--- src/rtl/sort_sched.sv ---
// Shares one fixed-latency sort_top core between NREQ requesters.
// Uses round-robin issue, credit flow control and per-requester result FIFOs.
module sort_sched #(
    parameter int NREQ  = 2,
    parameter int M     = 8,
    parameter int N     = 16,
    parameter int W     = 4,
    parameter int LAT   = 4,
    parameter int DEPTH = 4
) (
    input  logic                             clk,
    input  logic                             rst,
    input  logic [NREQ-1:0]                  req_valid,
    output logic [NREQ-1:0]                  req_ready,
    input  logic [NREQ-1:0][M-1:0][N-1:0]    req_chi,
    output logic [M-1:0][N-1:0]              core_chi,
    input  logic [W-1:0][N-1:0]              core_y,
    output logic [NREQ-1:0]                  res_valid,
    input  logic [NREQ-1:0]                  res_ready,
    output logic [NREQ-1:0][W-1:0][N-1:0]    res_y,
    output logic                             busy
);
    localparam int IDW = $clog2(NREQ);
    localparam int PW  = $clog2(DEPTH);
    localparam int CW  = $clog2(DEPTH + 1);

    typedef logic [W-1:0][N-1:0] result_t;

    logic [IDW-1:0] rr_ptr;
    logic [IDW-1:0] grant;
    logic           issue;
    logic [NREQ-1:0] eligible;
    logic [NREQ-1:0] pop;
    logic [NREQ-1:0] wr_en;
    logic [CW-1:0]   credit [NREQ];
    logic [LAT:0]    tag_valid;
    logic [IDW-1:0]  tag_id [LAT+1];
    result_t         mem [NREQ][DEPTH];
    logic [PW-1:0]   wr_ptr [NREQ];
    logic [PW-1:0]   rd_ptr [NREQ];
    logic [PW:0]     count [NREQ];

    // A requester with no credit left has no FIFO room reserved, so it cannot compete
    always_comb begin
        for (int r = 0; r < NREQ; r++) begin
            eligible[r] = req_valid[r] && (credit[r] != '0) && !rst;
        end
    end

    always_comb begin
        logic [IDW-1:0] cand;
        cand      = '0;
        issue     = 1'b0;
        grant     = '0;
        req_ready = '0;
        for (int i = 0; i < NREQ; i++) begin
            cand = IDW'((int'(rr_ptr) + i) % NREQ);
            if (!issue && eligible[cand]) begin
                issue = 1'b1;
                grant = cand;
            end
        end
        if (issue) begin
            req_ready[grant] = 1'b1;
        end
    end

    // The tag pipe mirrors the core latency so each result can be routed home
    always_ff @(posedge clk or posedge rst) begin
        if (rst) begin
            rr_ptr    <= '0;
            core_chi  <= '0;
            tag_valid <= '0;
            for (int s = 0; s <= LAT; s++) begin
                tag_id[s] <= '0;
            end
        end else begin
            if (issue) begin
                rr_ptr   <= (grant == IDW'(NREQ - 1)) ? '0 : grant + 1'b1;
                core_chi <= req_chi[grant];
            end
            tag_valid <= {tag_valid[LAT-1:0], issue};
            tag_id[0] <= grant;
            for (int s = 1; s <= LAT; s++) begin
                tag_id[s] <= tag_id[s-1];
            end
        end
    end

    always_comb begin
        for (int r = 0; r < NREQ; r++) begin
            res_valid[r] = (count[r] != '0);
            res_y[r]     = mem[r][rd_ptr[r]];
        end
    end

    always_comb begin
        for (int r = 0; r < NREQ; r++) begin
            pop[r]   = res_valid[r] && res_ready[r];
            wr_en[r] = tag_valid[LAT] && (tag_id[LAT] == IDW'(r));
        end
        busy = (|tag_valid) || (|res_valid);
    end

    // Credits reserve FIFO space at issue time, so a write never finds a full FIFO
    always_ff @(posedge clk or posedge rst) begin
        if (rst) begin
            for (int r = 0; r < NREQ; r++) begin
                credit[r] <= CW'(DEPTH);
                wr_ptr[r] <= '0;
                rd_ptr[r] <= '0;
                count[r]  <= '0;
                for (int d = 0; d < DEPTH; d++) begin
                    mem[r][d] <= '0;
                end
            end
        end else begin
            for (int r = 0; r < NREQ; r++) begin
                case ({req_ready[r], pop[r]})
                    2'b10:   credit[r] <= credit[r] - 1'b1;
                    2'b01:   credit[r] <= credit[r] + 1'b1;
                    default: ;
                endcase
                if (wr_en[r]) begin
                    mem[r][wr_ptr[r]] <= core_y;
                    wr_ptr[r]         <= wr_ptr[r] + 1'b1;
                end
                if (pop[r]) begin
                    rd_ptr[r] <= rd_ptr[r] + 1'b1;
                end
                case ({wr_en[r], pop[r]})
                    2'b10:   count[r] <= count[r] + 1'b1;
                    2'b01:   count[r] <= count[r] - 1'b1;
                    default: ;
                endcase
            end
        end
    end

endmodule

--- config.mk ---
export PLATFORM = sky130hd
export DESIGN_NAME = sort_sched
export DESIGN_NICKNAME = d
export VERILOG_FILES = /design/src/rtl/sort_sched.sv
export SDC_FILE = /design/constraint.sdc
export NUM_CORES = 1
export LEC_CHECK = 0
export CORE_MARGIN = 1
export CORE_UTILIZATION = 56
export DETAILED_ROUTE_END_ITERATION = 8
export PLACE_DENSITY = 0.87
export SYNTH_ARGS = -nofsm -noshare
export SYNTH_HDL_FRONTEND = slang
export SYNTH_SLANG_ARGS = --single-unit
--- constraint.sdc ---
create_clock -name clk -period 56.3 [get_ports clk]
set_input_delay 8.445 -clock clk [delete_from_list [all_inputs] [get_ports clk]]
set_output_delay 8.445 -clock clk [all_outputs]
set_load 0.005 [all_outputs]
After elaboration in Yosys (flattened, before gate mapping)
Index checks and enable logic that the tools add are counted.

Register bits after elaboration: 671. Bits of input ports: 326. Output and inout bits: 261.

$add $sub $neg: 14. Order comparisons: 10. Equality and inequality tests: 8. Multiplexer cells: 30. Bitwise gates (word level): 5. Reduce and logical (&&, ||, !) cells: 25.

Operators with widths (number): 256-bit bitwise mux (2); 64-bit two-way mux (6); 64-bit binary-select mux with 2-bit select (2); 64-bit demux with 2-bit select (2); 128-bit two-way mux (2); 3-bit case mux with 2 select lines (4); 3-bit by 1-bit adder with 3-bit output, second input constant (4); 3-bit >= comparator, second input constant (4); 1-bit logical AND (12); 2-bit inverter with 3-bit output (4); 3-bit nonzero test (4); 3-bit by 1-bit subtractor with 3-bit output, second input constant (4); 1-bit two-way mux (10); 2-bit by 1-bit adder with 2-bit output, second input constant (4); 2-bit by 1-bit == test with 1-bit output, second input constant (4); 2-bit == test, second input constant (4); 2-bit nonzero test (4); 1-bit by 2-bit less-than comparator with 1-bit output, second input constant (3); 3-bit by 1-bit less-than comparator with 1-bit output, second input constant (2); 5-bit OR reduction (1); 1-bit adder, second input constant (2); 1-bit zero test (2); 2-bit two-way mux (1); 2-bit OR reduction (1); 4 further kinds (4).

Logic depth before layout (Yosys ltp)
Gate-level depths: netlist of the first run.

Depth after elaboration: 16. Mapped depth: 10. Depth with buffers taken out: 9.

Least setup slack after synthesis of the first run
No wires, ideal clock.

Path kind: input to output. Start: input req_valid[1]. End: output req_ready[0]. Arrival time: 9.166 ns. Required time: 47.855 ns. Path slack: 38.689 ns. Stages: 3. Buffers on the path: 1. Path through: nor2b_1 a311oi_2 buf_2.

Word-level cells in the longest chain between the ends: 13.

Ends and longest elaborated chain: from (decl) (RTL line 13) `input logic [NREQ-1:0] req_valid,`; 1-bit logical AND * (2 in series) (RTL line 46) `eligible[r] = req_valid[r] && (credit[r] != '0) && !rst;`; 1-bit two-way mux (not written as such) (2 in series) (RTL line 58) `if (!issue && eligible[cand]) begin`; 1-bit two-way mux (RTL line 58); 1-bit zero test (RTL line 58); 1-bit logical AND (RTL line 58); 1-bit two-way mux (RTL line 58); 1-bit by 2-bit less-than comparator with 1-bit output (not written as such) / 1-bit >= comparator (equally long branches) (RTL line 64) `req_ready[grant] = 1'b1;`; 1-bit logical AND (not written as such) (RTL line 64); 1-bit two-way mux (not written as such) (RTL line 64); 1-bit demux with 1-bit select (RTL line 64); 2-bit two-way mux * (RTL line 63) `if (issue) begin`; to (decl) (RTL line 14) `output logic [NREQ-1:0] req_ready,`.

Mark *: on every way between the ends. The rest lies on a longest branch, timed or not. The select of a mux whose other input is x is not followed.

Worst setup path after layout of the first run
Start: input rst. End: output req_ready[1].

Word-level cells in the longest chain between the ends: 13.

Ends and longest elaborated chain: from (decl) (RTL line 12) `input logic rst,`; 1-bit zero test (no source line) *; 1-bit logical AND (RTL line 46); 1-bit two-way mux (not written as such) (2 in series) (RTL line 58); 1-bit two-way mux (RTL line 58); 1-bit zero test (RTL line 58); 1-bit logical AND (RTL line 58); 1-bit two-way mux (RTL line 58); 1-bit by 2-bit less-than comparator with 1-bit output (not written as such) / 1-bit >= comparator (equally long branches) (RTL line 64); 1-bit logical AND (not written as such) (RTL line 64); 1-bit two-way mux (not written as such) (RTL line 64); 1-bit demux with 1-bit select (RTL line 64); 2-bit two-way mux * (RTL line 63).

Marked as above.

==> reports/results.ini, run 1 <==
[status]
status = finished, violations left
violations = design-rule violations

[placed_design]
place.gp.congestion = 0.9818
dp_hpwl_mm = 61.01
portBuffers = 586
dp.cells = 3202

[clock_network]
root_buffer = clkbuf_16
cts.clk_slew.worst_paths_ps = 60
htreeDepth = 3
cts_buffer_depth = 3
post_cts_resized = 0
numCtsBuffers = 71
ctsHoldBuffers = 0
clock_latency_ps = 610
cts_tree = yes
cts_setup_buffers = 0
clock_sinks = 671

[finish]
nFillCells = 3199
layout_common_cells = dfrtp_1, clkdlybuf4s50_1, mux2_2, inv_1
final_nets = 2937
final_common_cell = dfrtp_1
multiInputGateArea_um2 = 10710
seq_area_um2 = 16810
final_cells = 3362
syn2layout_area_growth_pct = 29.64
drive_above_1_share_pct = 30.01

[synth]
ys_async_sr_fraction_pct = 100.0
synth_ff_type = dfrtp_1
synthCells = 2035
syn_avg_cell_area_um2 = 14.54
synth_cell_types = 33
yosysWarningCount = 0
synth_edf_count = 0
yosysSeqAreaShare_pct = 56.76
synth_seq_cells = 671
netlist_area_um2 = 29580
syn_nets = 2377

[worst_setup_path]
cp.required_ps = 47850
endpoint_kind = output port
worst-path-max-fanout = 5
crit_path_frequent_cell = clkdlybuf4s50_1
arrival_ps = 10410
critPathSlowestCell = clkdlybuf4s50_1
worstSetupStartpointType = primary input
reg2regPathDepth = 4
cpPeakStageDelay_ps = 620
path_cells = clkdlybuf4s50_1, nor2b_1, o311a_1, clkdlybuf4s50_1
critPathKind = primary input to output port

[sta]
slew_headroom_pct = 19.01
hold_viol = 0
fin_hold_ws_ps = 349.0
slew_viol_final = 0
rsz0062_at_grt = no
setup-tns-final_ps = 0
period_minus_slack_ps = 18850
fin_crit_sh_pct = 33.48
skew_ps = 25.28
setup_violations = 0
worst_pin_slew_ps = 1215
fmax_mhz = 53.05

[detailed_routing]
ant_nets = 0
via_per_inst = 5.903
first_pass_iters = 9
dr.first_iter.drc_count = 2053
vias = 19850
drt-total-wl_mm = 90.06
routedWlPerCell_um = 26.79
drc_errors = 43

[pwr]
p_leak_nw = 17.26
cellPowerDensity_nw_per_um2 = 59.21
fin_total_pwr_mw = 2.271
vdd_drop_max_v = 0.00002690

[floorplanning]
die_x_um = 231.8
core_um2 = 51720
dieArea_um2 = 53750
initial_utilization_pct = 57.20
die_height_um = 231.8
ios = 587
rows = 83

[grt]
gr-usage-all-layers_pct = 34.05
antenna_found_initial = 41
grt_pass1_vias = 20840
grt_pass1_wl_mm = 134.0
grt_max_degree = 142
overflow = 0

[job]
maxCapViolations = 0

[worst_hold_path]
hp-class = register to register
min_path_cells = 0

## flip-flops by register name (all words and copies together), names as in the netlist
name       count
core_chi     128
count          6
credit         6
mem          512
rd_ptr         4
rr_ptr         1
tag_id         5
tag_valid      5
wr_ptr         4
## worst max-delay path, delay by kind of cell
| kind | cells | cell delay [ps] |
|---|---|---|
| buffers and inverters | 2 | 1120 |
| AND/OR/NAND/NOR | 1 | 570 |
| AO/OA/AOI/OAI | 1 | 270 |
## cell type report
cell class	instances	area share [%]
sequential	671	43.82
multi-input combinational	842	27.92
timing repair buffer	608	15.72
clock buffer	107	5.484
inverter	401	3.944
tap	680	2.218
clock inverter	20	0.6655
antenna	33	0.2153
## routing by layer
| metal | part of all wire (%) | GRT usage, % | vias to the layer above | wire, um |
|---|---|---|---|---|
| li1 | - | - | 8371 | - |
| met1 | 37 | 42.42 | 10410 | 33770 |
| met2 | 50 | 55.31 | 856 | 45290 |
| met3 | 6.9 | 7.994 | 206 | 6249 |
| met4 | 5.2 | 18.36 | 6 | 4712 |
| met5 | 0.043 | 0 | - | 39 |
## cell usage after synthesis, types with 5 or more instances
library cell,n,area [um^2]
a222oi_1,128,1281
nand2_1,5,18.77
clkbuf_1,13,48.80
buf_1,9,33.78
mux4_2,128,2883
mux2_2,515,5799
ha_1,12,150.1
dfrtp_1,669,16740
buf_2,77,385.4
buf_6,11,123.9
xor2_1,10,87.58
xnor2_1,8,70.07
inv_1,401,1505
buf_4,11,82.58
## per-stage QoR
stage	utilization (%)	worst slack, ps	instance area [um^2]
floorplan	-	29050	29580
global placement	69.44	37520	35910
detailed placement	69.44	37510	35910
CTS	74.00	37490	38270
global route	74.14	37450	38340
finish	74.16	37450	38350
## worst paths after layout
| kind | from | to | slack [ps] |
|---|---|---|---|
| setup / recovery | rst | req_ready[1] | 37450 |
| hold / removal | tag_id[2] | tag_id[1] | 350 |
| setup reg to reg | credit[4] | core_chi[75] | 53120 |
| hold reg to reg | tag_id[2] | tag_id[1] | 350 |
| max in group asynchronous | rst | mem[336] | 45070 |
| min in group asynchronous | rst | core_chi[0] | 8650 |
## kinds of logic after synthesis
logic type / after synthesis / share of synthesized area, %
fa+ha+maj: 16 / 0.7782
compound gates: 136 / 4.627
flops: 671 / 56.76
buf+inv: 522 / 7.367
mux: 645 / 29.41
simple gates: 27 / 0.5159
xor+xnor: 18 / 0.5329
## report_power, final
| group | internal (mW) | switching [mW] | total, mW |
|---|---|---|---|
| sequential | 0.719 | 0.162 | 0.880 |
| combinational | 0.581 | 0.337 | 0.918 |
| clock | 0.282 | 0.191 | 0.473 |
| total | 1.58 | 0.689 | 2.27 |
Power figures use the tool's default switching activity.
==> inputs of run 2 (changes only) <==
--- a/config.mk
+++ b/config.mk
@@ -6,9 +6,9 @@
 export NUM_CORES = 1
 export LEC_CHECK = 0
 export CORE_MARGIN = 1
-export CORE_UTILIZATION = 56
+export CORE_UTILIZATION = 52
 export DETAILED_ROUTE_END_ITERATION = 8
-export PLACE_DENSITY = 0.87
+export PLACE_DENSITY = 0.81
 export SYNTH_ARGS = -nofsm -noshare
 export SYNTH_HDL_FRONTEND = slang
 export SYNTH_SLANG_ARGS = --single-unit
==> constraint.sdc (replaced) <==
create_clock -name clk -period 18.01 [get_ports clk]
set_input_delay 2.7015 -clock clk [delete_from_list [all_inputs] [get_ports clk]]
set_output_delay 2.7015 -clock clk [all_outputs]
set_load 0.005 [all_outputs]
==> run 2 against run 1 <==
  * The run still ends with design-rule violations left
  * Global-route usage is 3.1 points lower
  * Clock skew is 5.5 ps lower
  * Critical path depth stayed put
==> reports/results.ini, run 2 (synthesis gave the netlist of run 1 again) <==
[status]
status = finished, violations left
violations = design-rule violations

[grt]
gr-usage-all-layers_pct = 30.91  ; -3.1 points
met3_usage_pct = 6.602  ; -1.4 points
grt_max_degree = 189  ; +33%
grt_pass1_wl_mm = 131.3  ; -2.0%
grt_pass1_vias = 21130  ; +1.4%
antenna_found_initial = 48  ; +17%
overflow = 0  ; unchanged
use_met2_pct = 51.91  ; -3.4 points
busiest_layer = met2
grt_use_met1_pct = 37.02  ; -5.4 points

[floorplanning]
core_um2 = 56280  ; +8.8%
die_height_um = 240.5  ; +3.7%
rows = 87  ; +4.8%
ios = 587  ; unchanged
initial_utilization_pct = 52.57  ; -4.6 points
dieArea_um2 = 57850  ; +7.6%
die_x_um = 240.5  ; +3.7%

[finish]
layout_common_cells = dfrtp_1, clkdlybuf4s50_1, mux2_2, inv_1
largestRegisters = mem x512, core_chi x128
drive_above_1_share_pct = 30.20  ; +0.19 points
syn2layout_area_growth_pct = 30.27
seq_area_um2 = 16810  ; unchanged
final_common_cell = dfrtp_1
largest_reg_flops = 512  ; unchanged
nFillCells = 3837  ; +20%
multiInputGateArea_um2 = 10710  ; unchanged
final_cells = 3439  ; +2.3%
final_nets = 2939  ; +0.068%
regMostFlops = mem

[pwr]
p_sw_mw = 2.111  ; +210%
p_leak_nw = 17.30  ; +0.29%
sw_frac_of_total_pct = 29.76  ; -0.60 points
seqPwrFrac_pct = 38.3  ; -0.5 points
vdd_drop_max_v = 0.00009305  ; +250%
pwr-share-comb_pct = 40.3  ; about the same
cellPowerDensity_nw_per_um2 = 184.0  ; +210%
intPower_mw = 4.982  ; +220%
power.clock.fraction_pct = 21.3  ; +0.5 points

[clock_network]
numCtsBuffers = 71  ; unchanged
clock_latency_ps = 600  ; about the same
clock_sinks = 671  ; unchanged
cts_setup_buffers = 0  ; unchanged
cts.clk_slew.worst_paths_ps = 60  ; about the same
ctsHoldBuffers = 0  ; unchanged
cts_tree = yes
post_cts_resized = 0  ; unchanged
htreeDepth = 3  ; unchanged
cts_buffer_depth = 3  ; unchanged
root_buffer = clkbuf_16

[worst_setup_path]
worstSetupStartpointType = primary input
cp.required_ps = 15310  ; -32,540 ps
worst-path-max-fanout = 5  ; unchanged
cpPeakStageDelay_ps = 580  ; -40 ps
crit_path_frequent_cell = clkdlybuf4s50_1
r2r_slack_ps = 14950  ; -38,170 ps
critPathKind = primary input to output port
arrival_ps = 4630  ; -5780 ps
endpoint_kind = output port
critPathSlowestCell = nor2b_1
path_cells = clkdlybuf4s50_1, nor2b_1, o311a_1, clkdlybuf4s50_1

[detailed_routing]
first_pass_iters = 9  ; unchanged
drc_errors = 44  ; +2.3%
drt-total-wl_mm = 88.49  ; -1.7%
ant_nets = 0  ; unchanged
routedWlPerCell_um = 25.73  ; -3.9%
dr.first_iter.drc_count = 1677  ; -18%
via_per_inst = 5.715  ; -3.2%
vias = 19650  ; -0.97%

[sta]
rsz0062_at_grt = no
worst_pin_slew_ps = 1198  ; -16.89 ps
period_minus_slack_ps = 7330
fin_ws_ps = 10680  ; -26,770 ps
fmax_mhz = 136.4
skew_ps = 19.78  ; -5.494 ps
fin_hold_ws_ps = 346.3  ; -2.732 ps
setup_violations = 0  ; unchanged
hold_viol = 0  ; unchanged
slew_headroom_pct = 20.14  ; +1.1 points
slew_viol_final = 0  ; unchanged
fin_crit_sh_pct = 40.70
setup-tns-final_ps = 0  ; unchanged

[worst_hold_path]
hp-class = register to register

[placed_design]
dp.cells = 3280  ; +2.4%
dp_hpwl_mm = 60.03  ; -1.6%
place.gp.congestion = 0.9615  ; -2.1%
post-place-ws_ps = 10730  ; -26,780 ps
portBuffers = 586  ; unchanged

[job]
maxCapViolations = 0  ; unchanged

[run 2: cell types whose count changed in the layout (fill, tap and decap cells not counted), sizes merged]
cell,previous run,this run
buf,22,24
bufinv,5,7
clkbuf,107,106
clkinvlp,0,1
diode,33,31
inv,405,404
[run 2: per-stage QoR]
stage	util [%]	total power, mW	area [um^2]
floorplan	-	4.154	29590
global placement	64.03	5.448	36030
detailed placement	64.03	5.594	36030
CTS	68.35	7.141	38460
global route	68.47	7.446	38530
finish	68.48	7.093	38540
[run 2: critical path: cells and delay by family]
kind                   cells  cell delay [ps]
AOI/OAI and AO/OA          1              290
and+or+nand+nor            1              580
buffers and inverters      2             1060
[run 2: per-layer routing]
layer | part of all wire [%] | wire, um | vias up
met4 | 5.8 | 5101 | 8
met1 | 37 | 33010 | 10260
met5 | 0.069 | 61 | -
met3 | 6.6 | 5863 | 212
met2 | 50 | 44460 | 802
li1 | - | - | 8374
[run 2: power by group through the flow]
stage	clock network (mW)	registers (mW)	logic (mW)
floorplan	0	2.54	1.62
global placement	0	2.66	2.79
detailed placement	0	2.73	2.86
CTS	1.54	2.72	2.88
global route	1.60	2.81	3.03
finish	1.51	2.72	2.86
[run 2: area by class of cell]
| cell class | instances | share of cell area [%] |
|---|---|---|
| Antenna cell | 31 | 0.2013 |
| Inverter | 401 | 3.915 |
| Tap cell | 756 | 2.454 |
| Clock inverter | 22 | 0.7791 |
| Timing Repair Buffer | 610 | 15.72 |
| Clock buffer | 106 | 5.529 |
| Multi-Input combinational cell | 842 | 27.79 |
| Sequential cell | 671 | 43.61 |
[run 2: final timing paths]
| check | start | to | cells after the start |
|---|---|---|---|
| hold reg to reg | tag_id[2] | tag_id[1] | 0 |
| setup reg to reg | credit[1] | core_chi[49] | 5 |
| hold / removal | tag_id[2] | tag_id[1] | 0 |
| setup / recovery | req_valid[1] | req_ready[1] | 4 |
| min in group asynchronous | rst | core_chi[29] | 2 |
| max in group asynchronous | rst | mem[388] | 5 |
